==> src/rtl/mux_sel_pkg.sv <==
// Shared definitions for the mux select arbiter: FSM state encoding and the
// SEL values that steer the downstream 2:1 mux.
package mux_sel_pkg;

    typedef enum logic [1:0] {
        IDLE  = 2'b00,
        OWN_A = 2'b01,
        OWN_B = 2'b10
    } arb_state_e;

    localparam logic SEL_A = 1'b0;
    localparam logic SEL_B = 1'b1;

endpackage : mux_sel_pkg

==> src/rtl/hold_counter.sv <==
// Counts how many consecutive cycles the current owner has held the mux path.
// LOAD starts a fresh grant at 1; EN advances the count and sticks at MAX_HOLD.
module hold_counter #(
    parameter int MAX_HOLD = 4,
    localparam int W       = $clog2(MAX_HOLD + 1)
) (
    input  logic         CLK,
    input  logic         RST,
    input  logic         LOAD,
    input  logic         EN,
    output logic [W-1:0] CNT,
    output logic         AT_MAX
);

    localparam logic [W-1:0] MAX_VAL = W'(MAX_HOLD);

    logic [W-1:0] cnt_q;
    logic [W-1:0] cnt_d;

    // Next count: a new grant wins over an increment; the increment saturates.
    always_comb begin
        cnt_d = cnt_q;
        if (LOAD) begin
            cnt_d = W'(1);
        end else if (EN && (cnt_q != MAX_VAL)) begin
            cnt_d = cnt_q + W'(1);
        end
    end

    // Count register, cleared by synchronous reset.
    always_ff @(posedge CLK) begin
        if (RST) begin
            cnt_q <= '0;
        end else begin
            cnt_q <= cnt_d;
        end
    end

    assign CNT    = cnt_q;
    assign AT_MAX = (cnt_q == MAX_VAL);

endmodule : hold_counter

==> src/rtl/mux_sel_arbiter.sv <==
// Two-requester round-robin arbiter driving the SEL line of a 2:1 mux.
// All outputs come straight from flops so SEL and the grants only move on a
// clock edge. A fair tie-break uses the last granted side, and an owner that
// has held the path for MAX_HOLD cycles yields to a waiting requester.
module mux_sel_arbiter
    import mux_sel_pkg::*;
#(
    parameter int MAX_HOLD = 4
) (
    input  logic CLK,
    input  logic RST,
    input  logic REQ_A,
    input  logic REQ_B,
    input  logic DONE,
    output logic SEL,
    output logic GNT_A,
    output logic GNT_B,
    output logic BUSY
);

    localparam int CW = $clog2(MAX_HOLD + 1);

    arb_state_e state_q;
    arb_state_e state_d;
    logic       last_q;
    logic       last_d;
    logic       sel_q;
    logic       sel_d;
    logic       gnt_a_q;
    logic       gnt_b_q;
    logic       busy_q;

    logic          hold_load;
    logic          hold_en;
    logic          hold_at_max;
    logic [CW-1:0] hold_cnt;
    logic          hold_full;

    hold_counter #(
        .MAX_HOLD (MAX_HOLD)
    ) u_hold (
        .CLK    (CLK),
        .RST    (RST),
        .LOAD   (hold_load),
        .EN     (hold_en),
        .CNT    (hold_cnt),
        .AT_MAX (hold_at_max)
    );

    // A count of zero only exists straight after reset, before any grant,
    // so requiring a nonzero count keeps preemption tied to a live grant.
    assign hold_full = hold_at_max && (hold_cnt != '0);

    // Next-state decision, counter control, LAST and SEL bookkeeping.
    always_comb begin
        state_d   = state_q;
        hold_load = 1'b0;
        hold_en   = 1'b0;

        case (state_q)
            IDLE: begin
                if (REQ_A && REQ_B) begin
                    state_d = (last_q == SEL_A) ? OWN_B : OWN_A;
                end else if (REQ_A) begin
                    state_d = OWN_A;
                end else if (REQ_B) begin
                    state_d = OWN_B;
                end
            end
            OWN_A: begin
                if (DONE || !REQ_A) begin
                    state_d = REQ_B ? OWN_B : IDLE;
                end else if (hold_full && REQ_B) begin
                    state_d = OWN_B;
                end else begin
                    hold_en = 1'b1;
                end
            end
            OWN_B: begin
                if (DONE || !REQ_B) begin
                    state_d = REQ_A ? OWN_A : IDLE;
                end else if (hold_full && REQ_A) begin
                    state_d = OWN_A;
                end else begin
                    hold_en = 1'b1;
                end
            end
            default: begin
                state_d = IDLE;
            end
        endcase

        // Any entry into an ownership state starts a fresh grant.
        hold_load = ((state_d == OWN_A) && (state_q != OWN_A)) ||
                    ((state_d == OWN_B) && (state_q != OWN_B));

        last_d = last_q;
        sel_d  = sel_q;
        if (state_d == OWN_A) begin
            sel_d = SEL_A;
        end else if (state_d == OWN_B) begin
            sel_d = SEL_B;
        end
        if (hold_load) begin
            last_d = sel_d;
        end
    end

    // State, round-robin memory and registered outputs.
    always_ff @(posedge CLK) begin
        if (RST) begin
            state_q <= IDLE;
            last_q  <= SEL_B;
            sel_q   <= SEL_A;
            gnt_a_q <= 1'b0;
            gnt_b_q <= 1'b0;
            busy_q  <= 1'b0;
        end else begin
            state_q <= state_d;
            last_q  <= last_d;
            sel_q   <= sel_d;
            gnt_a_q <= (state_d == OWN_A);
            gnt_b_q <= (state_d == OWN_B);
            busy_q  <= (state_d != IDLE);
        end
    end

    assign SEL   = sel_q;
    assign GNT_A = gnt_a_q;
    assign GNT_B = gnt_b_q;
    assign BUSY  = busy_q;

endmodule : mux_sel_arbiter
==> config.mk <==
export PLATFORM = sky130hd
export DESIGN_NAME = mux_sel_arbiter
export DESIGN_NICKNAME = d
export VERILOG_FILES = /design/src/rtl/mux_sel_pkg.sv /design/src/rtl/hold_counter.sv /design/src/rtl/mux_sel_arbiter.sv
export SDC_FILE = /design/constraint.sdc
export NUM_CORES = 1
export LEC_CHECK = 0
export CORE_AREA = 4 4 41 43
export DETAILED_ROUTE_END_ITERATION = 8
export DIE_AREA = 0 0 45 47
export PLACE_DENSITY = 0.72
export REMOVE_ABC_BUFFERS = 1
export SLEW_MARGIN = 20
export SYNTH_ARGS = -nofsm -noshare
export SYNTH_HDL_FRONTEND = slang
export SYNTH_SLANG_ARGS = --single-unit
==> constraint.sdc <==
create_clock -name CLK -period 2.8 [get_ports CLK]
set_input_delay 0.56 -clock CLK [delete_from_list [all_inputs] [get_ports CLK]]
set_output_delay 0.56 -clock CLK [all_outputs]
set_load 0.005 [all_outputs]
==> out/summary.md, run 1 <==
• 5 — violation count after the first detailed-route iteration
• 0 — cts repair resizes
• 93 — cell count after placement
• 0 — endpoints failing hold
• sky130_fd_sc_hd__dfxtp_1 — main flop type after synthesis
• 35 — count of cell types in the netlist
• sky130_fd_sc_hd__dfxtp_1 — largest area contributor in the netlist
• register to register — type of the most critical hold path
• 36.3% — Sw Share
• 0.195 mW — Sw Pwr
• 74.0% — relative max-transition margin
• 523 — via count of the first global-routing pass
• 16.8% — clock share of power
• sky130_fd_sc_hd__dfxtp_1, sky130_fd_sc_hd__inv_1, sky130_fd_sc_hd__ha_1, sky130_fd_sc_hd__nor2_1, sky130_fd_sc_hd__nand2_1 — most used standard cells in the synthesized netlist
• 547 — number of vias after detailed routing
• 44.3% — combinational group share of total power
• 0 — GR Overflow Total
• completed — outcome
• 96 — final cell count without fillers
• register — sort of element at the end of the critical path
• 0 — max-slew violation total from the final report
• 10 — clock net sink count
• 0 — number of buffers added to fix hold violations after cts
• 0.342 mW — P_int
• sky130_fd_sc_hd__dfxtp_1 — leading cell type by number of instances after synthesis
• 8 — input/output buffers
• 0 — Max Cap Violations
• 730 ps — register-to-register setup slack
• 11 — maximum number of pins on one net before global-route repair
• 3 — number of buffers created by CTS
• 10 — Yosys reg bits
• 746 um2 — Placed Instance Area
• primary input to register — Crit Path Class
• sky130_fd_sc_hd__dfxtp_1, sky130_fd_sc_hd__ha_1, sky130_fd_sc_hd__inv_1, sky130_fd_sc_hd__nor2_1, sky130_fd_sc_hd__o31ai_4 — top post-synthesis cells by area
• 59.0% — final core utilization
• 50.0% — starting density of the core
• 1 — maximum level of the CTS H-tree
• built — TritonCTS clock tree
• 0.875 — routability congestion estimate from global placement
• 390 ps — worst-margin pin slew
• 8 — critical-path maximum fanout
• 17.3% — layout cell share with drive strength beyond 1
• no — unrepaired setup endpoints after global routing
• 1.00 mm — Detailed Place HPWL
• 2290 ps — Data arrival, critical path
• 0 — number of synthesized flops with an enable pin
• 406 ps — dpl ws
• u_hold.CNT[0] — capturing point of the worst reg2reg path
• 0 — number of warnings issued by yosys
• 0 — Detail Route Antenna Nets
• 14.9% — all-layer global routing usage
• 768 um2 — post-layout instance area
• 2.69% — fraction of synthesized cell area in xor and xnor cells
• DONE — Critical Path Start
• 0 — final setup violating endpoints
• 5.70 — post-DR vias/cell
• 45 um — Die Width
• 2140 ps — Final Critical Period
• 659 ps — worst-case setup margin in the final layout
• 2950 ps — required time of the critical path
• sky130_fd_sc_hd__clkbuf_4 — CTS Root Buffer Type
• 0% — fraction of registers with async set or reset after synthesis
• 2 — clock buffer depth
• 2120 um2 — die area
• 467 MHz — maximum clock frequency
• 47 um — Die Span Y
• 0 — antenna violations before repair
• primary input — Critical Path Source Type
• 22.3% — Post-Synth Simple-Gate Area
• 0 — DRC violations left
• 7 — worst-case reg-to-reg path depth
• 71 — instance count of the mapped netlist
• 30.8% — area share of the leading cell type in the synthesized netlist
• 1.54% — mux contribution to synthesized area
• 11.5% — post-synthesis adder-cell area fraction
• 0 — number of post-CTS setup repair buffers
• compound AO/OA/AOI/OAI gates — dominant combinational cell family by area after synthesis
• 651 um2 — Post-Synthesis Cell Area
• 2.18 mm — first-pass GRT wire length
• 60 ps — clock transition time at the flip-flop clock pins of the worst setup and hold paths
• 0.302 nW — Static Leak
• 94 — total number of nets in the final design
• 260 ps — later-pin clock latency in the skew report
• state_q[1] — worst flop-to-flop path startpoint
• 700 nW/um2 — Pwr Density
• 0 — Inserted Diodes
• 1.29 mm — total wirelength of the detailed-routed design
• 0 ps — setup TNS
• 30.8% — share of the yosys chip area belonging to registers
• 0.400 mV — Peak VDD IR
• 9 — number of ports placed on the die boundary
• 9.16 um2 — post-synthesis area per instance
• u_hold.CNT[0] — critical path capture point
• 18.1% — layout overhead on the synthesized area
• 13.4 um — DR WL/cell
• 505 ps — Hold Worst Slack
• 2 — Hold Path Cell Cnt
• 4 — detailed-router iteration count before antenna repair
• 76.5% — crit share post-route
• 1300 um2 — Core Footprint
• 4.39 ps — Setup Skew
• 39.0% — sequential share of power
• 24.8% — area fraction in compound gates after synthesis
• 0.537 mW — PnR Total Power
• 13 — count of standard-cell rows
[cells by family after synthesis]
kind of cell	Yosys count
simple gates	24
compound gates	17
buf+inv	11
flops	10
fa+ha+maj	6
xor+xnor	2
mux	1
[worst min-delay path by stage]
stage                to  slack [ps]  start
floorplan           SEL         490    SEL
global placement    SEL         500    SEL
detailed placement  SEL         500    SEL
CTS                 SEL         510    SEL
global route        SEL         530    SEL
finish              SEL         500    SEL
[placed cells by master (no fill, tap or decap), types with 2 or more instances in the layout]
master and n:
sky130_fd_sc_hd__clkbuf_4 3, sky130_fd_sc_hd__nand2_1 4, sky130_fd_sc_hd__nor4_1 3, sky130_fd_sc_hd__clkdlybuf4s50_1 8, sky130_fd_sc_hd__a21oi_1 2, sky130_fd_sc_hd__dfxtp_1 10, sky130_fd_sc_hd__and3b_2 2, sky130_fd_sc_hd__inv_1 9
sky130_fd_sc_hd__ha_1 6, sky130_fd_sc_hd__nand3_1 2, sky130_fd_sc_hd__nor2_1 6, sky130_fd_sc_hd__xnor2_1 2
[state kept, by name, summed over array words and instances, names as in the netlist]
name,flops
SEL,1
state_q,2
BUSY,1
GNT_B,1
last_q,1
u_hold.CNT,3
GNT_A,1
[worst max-delay path, stage by stage]
cell and delay [ps]:
sky130_fd_sc_hd__clkdlybuf4s50_1 550, sky130_fd_sc_hd__and3b_2 250, sky130_fd_sc_hd__o211a_4 150, sky130_fd_sc_hd__o31ai_4 370, sky130_fd_sc_hd__nor3_2 100, sky130_fd_sc_hd__o31a_1 310
[routing by layer]
layer	up-vias	routed length (um)	track usage, %
li1	275	-	-
met1	254	592	17.6
met2	14	576	21.8
met3	4	84	4.60
met4	0	35	12.9
met5	-	0	0
[power by group through the flow]
stage | clock network, mW | registers, mW | logic [mW]
floorplan | 0 | 0.208 | 0.161
global placement | 0 | 0.213 | 0.232
detailed placement | 0 | 0.213 | 0.237
CTS | 0.0943 | 0.210 | 0.240
global route | 0.0982 | 0.216 | 0.265
finish | 0.0901 | 0.209 | 0.238
[cell type report]
| type | count | area (um2) |
|---|---|---|
| fill | 128 | 533 |
| multi-input combinational | 50 | 409 |
| sequential | 10 | 200 |
| timing repair buffer | 8 | 80.1 |
| inverter | 10 | 37.5 |
| clock buffer | 3 | 22.5 |
| tap | 15 | 18.8 |
Power figures use the tool's default switching activity.
==> run 2, diff against run 1 <==
==> constraint.sdc (replaced) <==
create_clock -name CLK -period 2 [get_ports CLK]
set_input_delay 0.4 -clock CLK [delete_from_list [all_inputs] [get_ports CLK]]
set_output_delay 0.4 -clock CLK [all_outputs]
set_load 0.005 [all_outputs]
==> run 2 against run 1 <==
  * Critical path depth unchanged
  * Power increased by 60%
  * Clock-buffer cell count increased by 1
  * Highest routed layer unchanged
  * Register-to-register slack got worse by 520 ps
  * Cell count increased by 10%
  * Sequential share of layout area decreased by 2.5 points
  * Global-route usage increased by 1.2 points
  * Via count increased by 5.1%
  * Wire length increased by 4.3%
==> out/summary.md, run 2 (synthesis gave the netlist of run 1 again) <==
• completed — outcome
• sky130_fd_sc_hd__dfxtp_1, sky130_fd_sc_hd__inv_1, sky130_fd_sc_hd__buf_4 — most frequent cells in the layout
• 2020 ps — Data arrival, critical path, -270 ps
• 92.8% — crit share post-route
• 0 — Max Cap Violations, unchanged
• 1860 ps — Final Critical Period
• 1 — count of buffering cells on the critical path with inverters included, unchanged
• 0 — number of post-CTS setup repair buffers, unchanged
• 2160 ps — required time of the critical path, -790 ps
• 0 — antenna violations before repair, unchanged
• 0 — max-slew violation total from the final report, unchanged
• 1.34 mm — total wirelength of the detailed-routed design, +4.3%
• clkdlybuf4s50_1 -> nor2b_1 -> o21ai_2 -> o31ai_4 -> nor3_2 -> o31a_1 — critical path, cell by cell
• 144 ps — worst-case setup margin in the final layout, -515 ps
• 0 — DRC violations left, unchanged
• 4.88 ps — Setup Skew, +0.485 ps
• 3 — number of buffers created by CTS, unchanged
• 1 — maximum level of the CTS H-tree, unchanged
• 45 um — Die Width, unchanged
• 600 ps — Critical Path Max Stage Delay, +50 ps
• 26.4% — layout cell share with drive strength beyond 1, +9.1 points
• register to register — type of the most critical hold path
• 0 — endpoints failing hold, unchanged
• 30.6% — layout overhead on the synthesized area
• 0 — number of buffers added to fix hold violations after cts, unchanged
• sky130_fd_sc_hd__clkdlybuf4s50_1 — cell at the slowest stage of the critical path
• 16.1% — all-layer global routing usage, +1.2 points
• 50.0% — starting density of the core, unchanged
• 7 — worst-case reg-to-reg path depth, unchanged
• 0 — GR Overflow Total, unchanged
• 3 — number of flip-flops under the largest register name, unchanged
• sky130_fd_sc_hd__dfxtp_1 — most frequent standard cell in the layout excluding fill and tap cells
• 0.966 — routability congestion estimate from global placement, +10%
• 75.1% — relative max-transition margin, +1.1 points
• 103 — total number of nets in the final design, +9.6%
• 11 — maximum number of pins on one net before global-route repair, unchanged
• 0 ps — setup TNS, unchanged
• 0.354 nW — Static Leak, +17%
• no — unrepaired setup endpoints after global routing
• 10 — clock net sink count, unchanged
• 374 ps — worst-margin pin slew, -16.6 ps
• 9 — violation count after the first detailed-route iteration, +4
• 260 ps — later-pin clock latency in the skew report, about the same
• 539 MHz — maximum clock frequency
• 575 — number of vias after detailed routing, +5.1%
• 0 — Detail Route Antenna Nets, unchanged
• 2 — clock buffer depth, unchanged
• 2 — Hold Path Cell Cnt, unchanged
• 8 — input/output buffers, unchanged
• 0 — Inserted Diodes, unchanged
• 13 — count of standard-cell rows, unchanged
• 2.38 mm — first-pass GRT wire length, +9.2%
• 5.42 — post-DR vias/cell, -4.8%
• 1300 um2 — Core Footprint, unchanged
• sky130_fd_sc_hd__clkbuf_4 — CTS Root Buffer Type
• compound AO/OA/AOI/OAI gates — dominant delay contributor by cell family on the critical path
• 65.3% — final core utilization, +6.3 points
• 1010 nW/um2 — Pwr Density, +44%
• 813 um2 — Placed Instance Area, +9.1%
• 4 — detailed-router iteration count before antenna repair, unchanged
• 47 um — Die Span Y, unchanged
• 591 — via count of the first global-routing pass, +13%
• 0 — final setup violating endpoints, unchanged
• -159 ps — dpl ws, -565 ps
• 6 — total stage count of the critical path, unchanged
• 506 ps — Hold Worst Slack, +0.791 ps
• 12.7 um — DR WL/cell, -5.5%
• 2120 um2 — die area, unchanged
• 60 ps — clock transition time at the flip-flop clock pins of the worst setup and hold paths, about the same
• 850 um2 — post-layout instance area, +11%
• 0 — cts repair resizes, unchanged
• 1.09 mm — Detailed Place HPWL, +8.3%
• primary input to register — Crit Path Class
• primary input — Critical Path Source Type
• 9 — number of ports placed on the die boundary, unchanged
• 8 — critical-path maximum fanout, unchanged
• register — sort of element at the end of the critical path
• 0.605 mV — Peak VDD IR, +51%
• built — TritonCTS clock tree
run 2: cell types whose count changed in the layout (fill, tap and decap cells not counted):
cell | before | now
sky130_fd_sc_hd__buf_4 | 0 | 9
sky130_fd_sc_hd__clkbuf_8 | 0 | 1
run 2: layout make-up:
class | instances | area [um2]
timing repair buffer | 17 | 148
clock buffer | 4 | 36.3
multi-input combinational | 50 | 409
sequential | 10 | 200
fill | 105 | 452
tap | 15 | 18.8
inverter | 10 | 37.5
run 2: metal layers:
layer / global-route usage [%] / part of all wire, % / vias up
li1: - / - / 298
met1: 18.8 / 47 / 256
met2: 24.3 / 45 / 15
met3: 3.07 / 4.0 / 6
met4: 15.8 / 3.2 / 0
met5: 0 / 0 / -
run 2: path summary, 6_finish.rpt:
path | from | end | slack (ps)
min | SEL | SEL | 510
max reg2reg | state_q[1] | u_hold.CNT[0] | 210
max | REQ_B | u_hold.CNT[0] | 140
min reg2reg | SEL | SEL | 510
run 2: per-stage QoR:
stage,power (mW),cells
5_1_grt,0.932,106
6_report,0.858,106
3_3_place_gp,0.678,102
3_5_place_dp,0.684,102
4_1_cts,0.870,106
2_1_floorplan,0.517,70
run 2: where the power goes:
group / internal, mW / switching [mW] / total, mW
combinational: 0.202 / 0.194 / 0.396
sequential: 0.250 / 0.0346 / 0.285
clock: 0.110 / 0.0666 / 0.177
run 2: worst register-to-register path, cell delays in order (launching register included):
cell and delay [ps]:
sky130_fd_sc_hd__dfxtp_1 330, sky130_fd_sc_hd__inv_1 90, sky130_fd_sc_hd__ha_1 220, sky130_fd_sc_hd__and3b_2 220
sky130_fd_sc_hd__o211a_4 150, sky130_fd_sc_hd__o31ai_4 290, sky130_fd_sc_hd__nor3_2 100, sky130_fd_sc_hd__o31a_1 290
==> run 3, diff against run 2 <==
--- a/config.mk
+++ b/config.mk
@@ -8,6 +8,7 @@
 export CORE_AREA = 4 4 41 43
 export DETAILED_ROUTE_END_ITERATION = 8
 export DIE_AREA = 0 0 45 47
+export HOLD_SLACK_MARGIN = 0.06
 export PLACE_DENSITY = 0.72
 export REMOVE_ABC_BUFFERS = 1
 export SLEW_MARGIN = 20
==> results of run 3 <==
Final layout, timing and power as in run 2 (identical DEF).
